[src/rtl/dmem_arb_pkg.sv]
// Shared definitions for the data-memory arbiter: response-owner states
// and default geometry.
package dmem_arb_pkg;

  localparam int DEF_ADDR_W   = 30;
  localparam int DEF_DATA_W   = 32;
  localparam int DEF_MAX_WAIT = 4;

  // state | meaning
  // IDLE  | no read response due next cycle
  // RD_A  | read granted to port A last cycle, response goes to A
  // RD_B  | read granted to port B last cycle, response goes to B
  typedef enum logic [1:0] {
    IDLE = 2'd0,
    RD_A = 2'd1,
    RD_B = 2'd2
  } arb_state_e;

endpackage

[src/rtl/starve_counter.sv]
// Saturating count of consecutive cycles port B was denied.
module starve_counter #(
  parameter int MAX_WAIT = 4
) (
  input  logic clk,
  input  logic reset,
  input  logic inc,
  input  logic clr,
  output logic at_max
);

  localparam int CNT_W = $clog2(MAX_WAIT + 1);
  localparam logic [CNT_W-1:0] MAX_C = CNT_W'(MAX_WAIT);

  logic [CNT_W-1:0] cnt_q;
  logic [CNT_W-1:0] cnt_d;

  // Clear wins over increment; hold once the limit is reached.
  always_comb begin
    cnt_d = cnt_q;
    if (clr) begin
      cnt_d = '0;
    end else if (inc && (cnt_q != MAX_C)) begin
      cnt_d = cnt_q + 1'b1;
    end
  end

  // Counter register.
  always_ff @(posedge clk or negedge reset) begin
    if (!reset) begin
      cnt_q <= '0;
    end else begin
      cnt_q <= cnt_d;
    end
  end

  assign at_max = (cnt_q == MAX_C);

endmodule

[src/rtl/dmem_arbiter.sv]
// Two-port arbiter in front of a single-port synchronous-read data memory.
// Port A (CPU) has priority unless port B has been starved for MAX_WAIT
// cycles. Read data returns one cycle after the grant to the owning port.
module dmem_arbiter
  import dmem_arb_pkg::*;
#(
  parameter int ADDR_W   = DEF_ADDR_W,
  parameter int DATA_W   = DEF_DATA_W,
  parameter int MAX_WAIT = DEF_MAX_WAIT
) (
  input  logic              clk,
  input  logic              reset,
  input  logic              a_req,
  input  logic              a_we,
  input  logic [ADDR_W-1:0] a_addr,
  input  logic [DATA_W-1:0] a_wdata,
  output logic              a_gnt,
  output logic              a_rvalid,
  output logic [DATA_W-1:0] a_rdata,
  input  logic              b_req,
  input  logic              b_we,
  input  logic [ADDR_W-1:0] b_addr,
  input  logic [DATA_W-1:0] b_wdata,
  output logic              b_gnt,
  output logic              b_rvalid,
  output logic [DATA_W-1:0] b_rdata,
  output logic              mem_en,
  output logic              mem_we,
  output logic [ADDR_W-1:0] mem_addr,
  output logic [DATA_W-1:0] mem_wdata,
  input  logic [DATA_W-1:0] mem_rdata
);

  arb_state_e state_q;
  arb_state_e state_d;
  logic       b_at_max;
  logic       b_force;

  starve_counter #(
    .MAX_WAIT(MAX_WAIT)
  ) u_starve (
    .clk   (clk),
    .reset (reset),
    .inc   (b_req && !b_gnt),
    .clr   (b_gnt || !b_req),
    .at_max(b_at_max)
  );

  // Grant selection; the reset level gates grants so nothing reaches the
  // memory while reset is held, even between clock edges.
  always_comb begin
    b_force = b_req && b_at_max;
    a_gnt   = reset && a_req && !b_force;
    b_gnt   = reset && b_req && (b_force || !a_req);
  end

  // Memory command mux from the granted port.
  always_comb begin
    mem_en    = a_gnt || b_gnt;
    mem_we    = 1'b0;
    mem_addr  = a_addr;
    mem_wdata = a_wdata;
    if (a_gnt) begin
      mem_we = a_we;
    end else if (b_gnt) begin
      mem_we    = b_we;
      mem_addr  = b_addr;
      mem_wdata = b_wdata;
    end
  end

  // State register: owner of the response arriving next cycle.
  always_ff @(posedge clk or negedge reset) begin
    if (!reset) begin
      state_q <= IDLE;
    end else begin
      state_q <= state_d;
    end
  end

  // Next state depends only on this cycle's grant, from any state.
  always_comb begin
    state_d = IDLE;
    if (a_gnt && !a_we) begin
      state_d = RD_A;
    end else if (b_gnt && !b_we) begin
      state_d = RD_B;
    end
  end

  // Response outputs; rdata is the memory output for both ports.
  always_comb begin
    a_rvalid = (state_q == RD_A);
    b_rvalid = (state_q == RD_B);
    a_rdata  = mem_rdata;
    b_rdata  = mem_rdata;
  end

endmodule

[config.mk]
export PLATFORM = sky130hd
export DESIGN_NAME = dmem_arbiter
export DESIGN_NICKNAME = d
export VERILOG_FILES = /design/src/rtl/dmem_arb_pkg.sv /design/src/rtl/starve_counter.sv /design/src/rtl/dmem_arbiter.sv
export SDC_FILE = /design/constraint.sdc
export NUM_CORES = 1
export LEC_CHECK = 0
export ABC_AREA = 1
export CORE_AREA = 2 2 115 117
export CTS_BUF_LIST = sky130_fd_sc_hd__clkbuf_4 sky130_fd_sc_hd__clkbuf_8
export CTS_CLUSTER_DIAMETER = 40
export CTS_CLUSTER_SIZE = 14
export DETAILED_ROUTE_END_ITERATION = 10
export DIE_AREA = 0 0 117 119
export GPL_TIMING_DRIVEN = 0
export HOLD_SLACK_MARGIN = 0.08
export PLACE_DENSITY_LB_ADDON = 0.12
export SLEW_MARGIN = 30
export SYNTH_ARGS = -nofsm -noshare
export SYNTH_HDL_FRONTEND = slang
export SYNTH_SLANG_ARGS = --single-unit
[constraint.sdc]
create_clock -name clk -period 2.8 [get_ports clk]
set_input_delay 0.28 -clock clk [delete_from_list [all_inputs] [get_ports clk]]
set_output_delay 0.28 -clock clk [all_outputs]
set_load 0.02 [all_outputs]
==> out/metrics.sh, run 1 <==
FINALWORSTPATHREQUIREDPERIOD_PS=2572
GRT_UTIL_ALL_LAYERS_PCT=10.19
GRT_START_MAX_NET_PINS=11
PEAKVDDDROP_mV=0.1370
YOSYSSEQAREASHARE_PCT=7.843
CTS.HTREE.LEVELS=1
POWER_DENSITY_nW_PER_UM2=226.9
FINAL-MAX-SLEW-VIOLATION-COUNT=0
CORE_AREA_UM2=12870
START_KIND='register'
YOSYS.AREA_SHARE.XOR_XNOR_PCT=0.5490
MIN_TO='state_q[0]'
POST_SYNTHESIS_SHARE_OF_CELL_AREA_SPENT_ON_AND_OR_NAND_AND_NOR_GATES_PCT=48.78
CLKSINKCOUNT=5
WIRELENGTH_MM=8.072
SYN-INSTANCE-COUNT=305
CTS.CLK_SLEW.WORST_PATHS_PS=30
GRT_PASS1_VIAS=2526
CTS-BUFFERS-INSERTED=3
POST_LAYOUT_INSTANCE_COUNT_EXCLUDING_FILLER_CELLS=747
CP.REQUIRED_PS=2520
WORST-ENDPOINT-ARRIVAL_PS=2290
SYN-NUM-NETS=469
LARGEST_FANOUT_ON_THE_CRITICAL_PATH=10
POST-PLACE-WS_PS=120.4
ROUTED_VIA_DENSITY=3.513
TIMING.HOLD.WORST_PATH_DEPTH=3
YOSYS_REGISTER_BITS=5
ANT_NETS=0
POWER_REPORT.INTERNAL_TOTAL_uW=653.9
CLOCKPOWERSHARE_PCT=13.7
SYNTHTOPCELLSBYAREA='sky130_fd_sc_hd__nand2_1 46%, sky130_fd_sc_hd__buf_4 33%, sky130_fd_sc_hd__dfrtp_1 7.8%, sky130_fd_sc_hd__buf_6 4.2%, sky130_fd_sc_hd__inv_1 2.4%'
RR_ENDPOINT='state_q[1]'
NUMBER_OF_SETUP_BUFFERS_ADDED_AFTER_CTS=0
REG2REG_DEPTH=7
FP.DIEW_UM=117
TIMING.MAX_CAP.VIOLATIONS=0
POSTSYNTHAREAPERCELL_UM2=5.230
FLOORPLAN.ROWS=42
WORST_REG2REG_STARTPOINT='u_starve.cnt_q[0]'
DIE_H_UM=119
NUM-FILL-CELLS=1366
YS_ASYNC_RST_SHARE_PCT=100.0
WORST-SLEW-PIN-TRANSITION_PS=277.5
STATIC-LEAKAGE-POWER_uW=0.002161
AREA_GROWTH_PCT=181.4
SYNTH_COMPOUND_AREA_SHARE_PCT=1.098
SYNTH_COMMON_CELLS='196 x sky130_fd_sc_hd__nand2_1, 70 x sky130_fd_sc_hd__buf_4, 10 x sky130_fd_sc_hd__inv_1, 7 x sky130_fd_sc_hd__nor2_1, 6 x sky130_fd_sc_hd__buf_6'
PORTBUFFERS=261
MAIN_COMBINATIONAL_CELL_FAMILY_BY_AREA_AFTER_SYNTHESIS='simple AND/OR/NAND/NOR gates'
YOSYSTOPAREACELLSHARE_PCT=46.12
YOSYSWARNINGS=0
DETAIL_ROUTE.WL_PER_CELL_UM=10.81
WORST_SETUP_PATH_END_KIND='primary output'
VIA_COUNT=2624
POST-ROUTE-WORST-SETUP-SLACK_PS=228.2
POST_SYNTH_FA_HA_MAJ_AREA_FRACTION_PCT=1.569
CTS.PATH.MAX_BUFFERS=2
P_SEQ_SHARE_PCT=8.1
INITIAL_DETAILED_ROUTING_VIOLATION_COUNT=45
MAX_CLOCK_FREQ_MHz=388.8
FINCLKSKEW_PS=0.9653
DIE_AREA_UM2=13920
POSTSYNTH.TOPFLOPCELL='sky130_fd_sc_hd__dfrtp_1'
INTERNAL_REG_TO_REG_SETUP_SLACK_PS=1430
SYNTH_AREA_LEADER_CELL='sky130_fd_sc_hd__nand2_1'
NUMBER_OF_SYNTHESIZED_FLOPS_WITH_AN_ENABLE_PIN=0
SETUP_TNS_PS=0
ROUTABILITYCONGESTION=0.6934
PLACE_HPWL_MM=7.130
CTS_TREE='done'
SYNTH.AREA.MUX_SHARE_PCT=0
HOLD_VIOL=0
GRT_OVERFLOW=0
COMBINATIONALPOWERSHARE_PCT=78.2
OUTCOME='completed'
FRACTION_OF_FINAL_LAYOUT_CELLS_SIZED_BEYOND_DRIVE_STRENGTH_1_PCT=14.54
CLOCK_LATENCY_PS=220
RSZ_0062_RAISED_AFTER_GLOBAL_ROUTING='false'
PLACED_CELLS=742
HOLD_START='reset'
FINAL_CLOCK_PERIOD_UTILIZATION_BY_THE_WORST_PATH_PCT=91.85
SYN_AREA_UM2=1595
POST-SYNTH-TOP-COUNT-CELL='sky130_fd_sc_hd__nand2_1'
FINALSETUPVIOLATIONS=0
DRC=0
PATH_CLASS='register to primary output'
NUM-NETS-FINAL=736
SWITCHING_FRACTION_OF_TOTAL_POWER_PCT=35.81
MAX_SLEW_MARGIN_PCT=81.44
FLOORPLAN.IO_PINS=294
INITIAL_CORE_UTIL_PCT=12.39
ANTENNA_VIOLATIONS_BEFORE_REPAIR=0
GRT_PASS1_WL_MM=11.66
ANTENNADIODECOUNT=0
NETLIST-CELL-TYPE-COUNT=14
DR.PASS1.ITERS=6
NETSW_uW=364.8
ROOT_BUFFER='sky130_fd_sc_hd__clkbuf_8'
TIMING.HOLD.WORST.CLASS='input pin to register'
## power groups by stage
stage / clock [µW] / sequential, µW / combinational (µW)
after floorplan: 0 / 82.2 / 347
after global placement: 0 / 83.0 / 798
after detailed placement: 0 / 83.4 / 801
after CTS: 143 / 82.5 / 805
after global routing: 148 / 83.6 / 849
final: 139 / 82.9 / 797
## what timing repair did
| action | 4_1_cts | 5_1_grt |
|---|---|---|
| endpoints found under the hold margin | 0 | 5 |
| endpoints found under the setup margin | 0 | 2 |
| resized for setup | 0 | 1 |
| hold buffers | 0 | 1 |
## area by class of cell
type | count | area [µm²] | share of cell area, %
timing repair buffer | 262 | 2625 | 58.47
multi-input combinational | 212 | 829.5 | 18.48
buffer | 77 | 598.1 | 13.32
tap | 176 | 220.2 | 4.905
sequential | 5 | 125.1 | 2.787
clock buffer | 4 | 48.80 | 1.087
inverter | 11 | 42.54 | 0.9476
## state kept, by name, summed over array words and instances (netlist names)
signal / flops
u_starve.cnt_q: 3
state_q: 2
## per-stage QoR
stage	power (µW)	utilization (%)	area (µm²)	hold WS, ps
after floorplan	429.6	-	1595	-15.59
after global placement	881.4	34.39	4428	511.9
after detailed placement	884.7	34.39	4428	532.3
after CTS	1030	34.77	4477	364.9
after global routing	1081	34.87	4489	523.1
final	1019	34.87	4489	484.7
## cell families (layout without fill, tap and decap cells)
| kind of cell | Yosys count | in the layout |
|---|---|---|
| AND/OR/NAND/NOR | 206 | 206 |
| adder cells (fa/ha/maj) | 2 | 2 |
| flip-flops | 5 | 5 |
| buffers and inverters | 88 | 354 |
| AO/OA/AOI/OAI | 3 | 3 |
| XOR/XNOR | 1 | 1 |
## placed cells by master (no fill, tap or decap)
cell type and n:
sky130_fd_sc_hd__nand2_2 1, sky130_fd_sc_hd__nand2_1 196, sky130_fd_sc_hd__buf_4 70, sky130_fd_sc_hd__o21ai_0 2, sky130_fd_sc_hd__dfrtp_1 5, sky130_fd_sc_hd__buf_2 1
sky130_fd_sc_hd__clkbuf_8 3, sky130_fd_sc_hd__nor2_1 7, sky130_fd_sc_hd__nand3_1 2, sky130_fd_sc_hd__clkbuf_4 1, sky130_fd_sc_hd__o211ai_1 1, sky130_fd_sc_hd__ha_1 2
sky130_fd_sc_hd__dlymetal6s2s_1 1, sky130_fd_sc_hd__inv_1 10, sky130_fd_sc_hd__xor2_1 1, sky130_fd_sc_hd__clkinv_2 1, sky130_fd_sc_hd__dlygate4sd3_1 1, sky130_fd_sc_hd__buf_6 6
sky130_fd_sc_hd__clkdlybuf4s50_1 260
## routing by layer
layer,routed length [µm],up-vias,global-route usage (%)
met2,4314,152,21.17
met5,0,-,0
met1,2712,1106,9.910
li1,-,1366,-
met3,1045,0,3.257
met4,0,0,0.4412
## worst max-delay path: stages, from the launching register on
cell	delay, ps
sky130_fd_sc_hd__dfrtp_1	400
sky130_fd_sc_hd__inv_1	70
sky130_fd_sc_hd__ha_1	160
sky130_fd_sc_hd__nand3_1	110
sky130_fd_sc_hd__nand2_1	130
sky130_fd_sc_hd__nand2_2	90
sky130_fd_sc_hd__clkinv_2	170
sky130_fd_sc_hd__buf_4	200
sky130_fd_sc_hd__nand2_1	60
sky130_fd_sc_hd__nand2_1	60
sky130_fd_sc_hd__clkdlybuf4s50_1	620
## worst max path at each step
| stage | from | to | slack (ps) | depth (start not counted) |
|---|---|---|---|---|
| finish | u_starve.cnt_q[0] | mem_addr[5] | 230 | 10 |
| global route | u_starve.cnt_q[0] | mem_wdata[1] | 50 | 10 |
| CTS | reset | mem_wdata[6] | 110 | 9 |
| detailed placement | reset | mem_wdata[6] | 120 | 9 |
| global placement | reset | mem_wdata[1] | 140 | 9 |
| floorplan | u_starve.cnt_q[0] | mem_addr[18] | 1180 | 9 |
(Power assumes the default switching activity.)
==> run 2, diff against run 1 <==
--- a/config.mk
+++ b/config.mk
@@ -12,9 +12,11 @@
 export CTS_CLUSTER_SIZE = 14
 export DETAILED_ROUTE_END_ITERATION = 10
 export DIE_AREA = 0 0 117 119
+export GPL_ROUTABILITY_DRIVEN = 0
 export GPL_TIMING_DRIVEN = 0
 export HOLD_SLACK_MARGIN = 0.08
 export PLACE_DENSITY_LB_ADDON = 0.12
+export SKIP_LAST_GASP = 1
 export SLEW_MARGIN = 30
 export SYNTH_ARGS = -nofsm -noshare
 export SYNTH_HDL_FRONTEND = slang
==> results of run 2 <==
Final layout, timing and power as in run 1 (identical DEF).
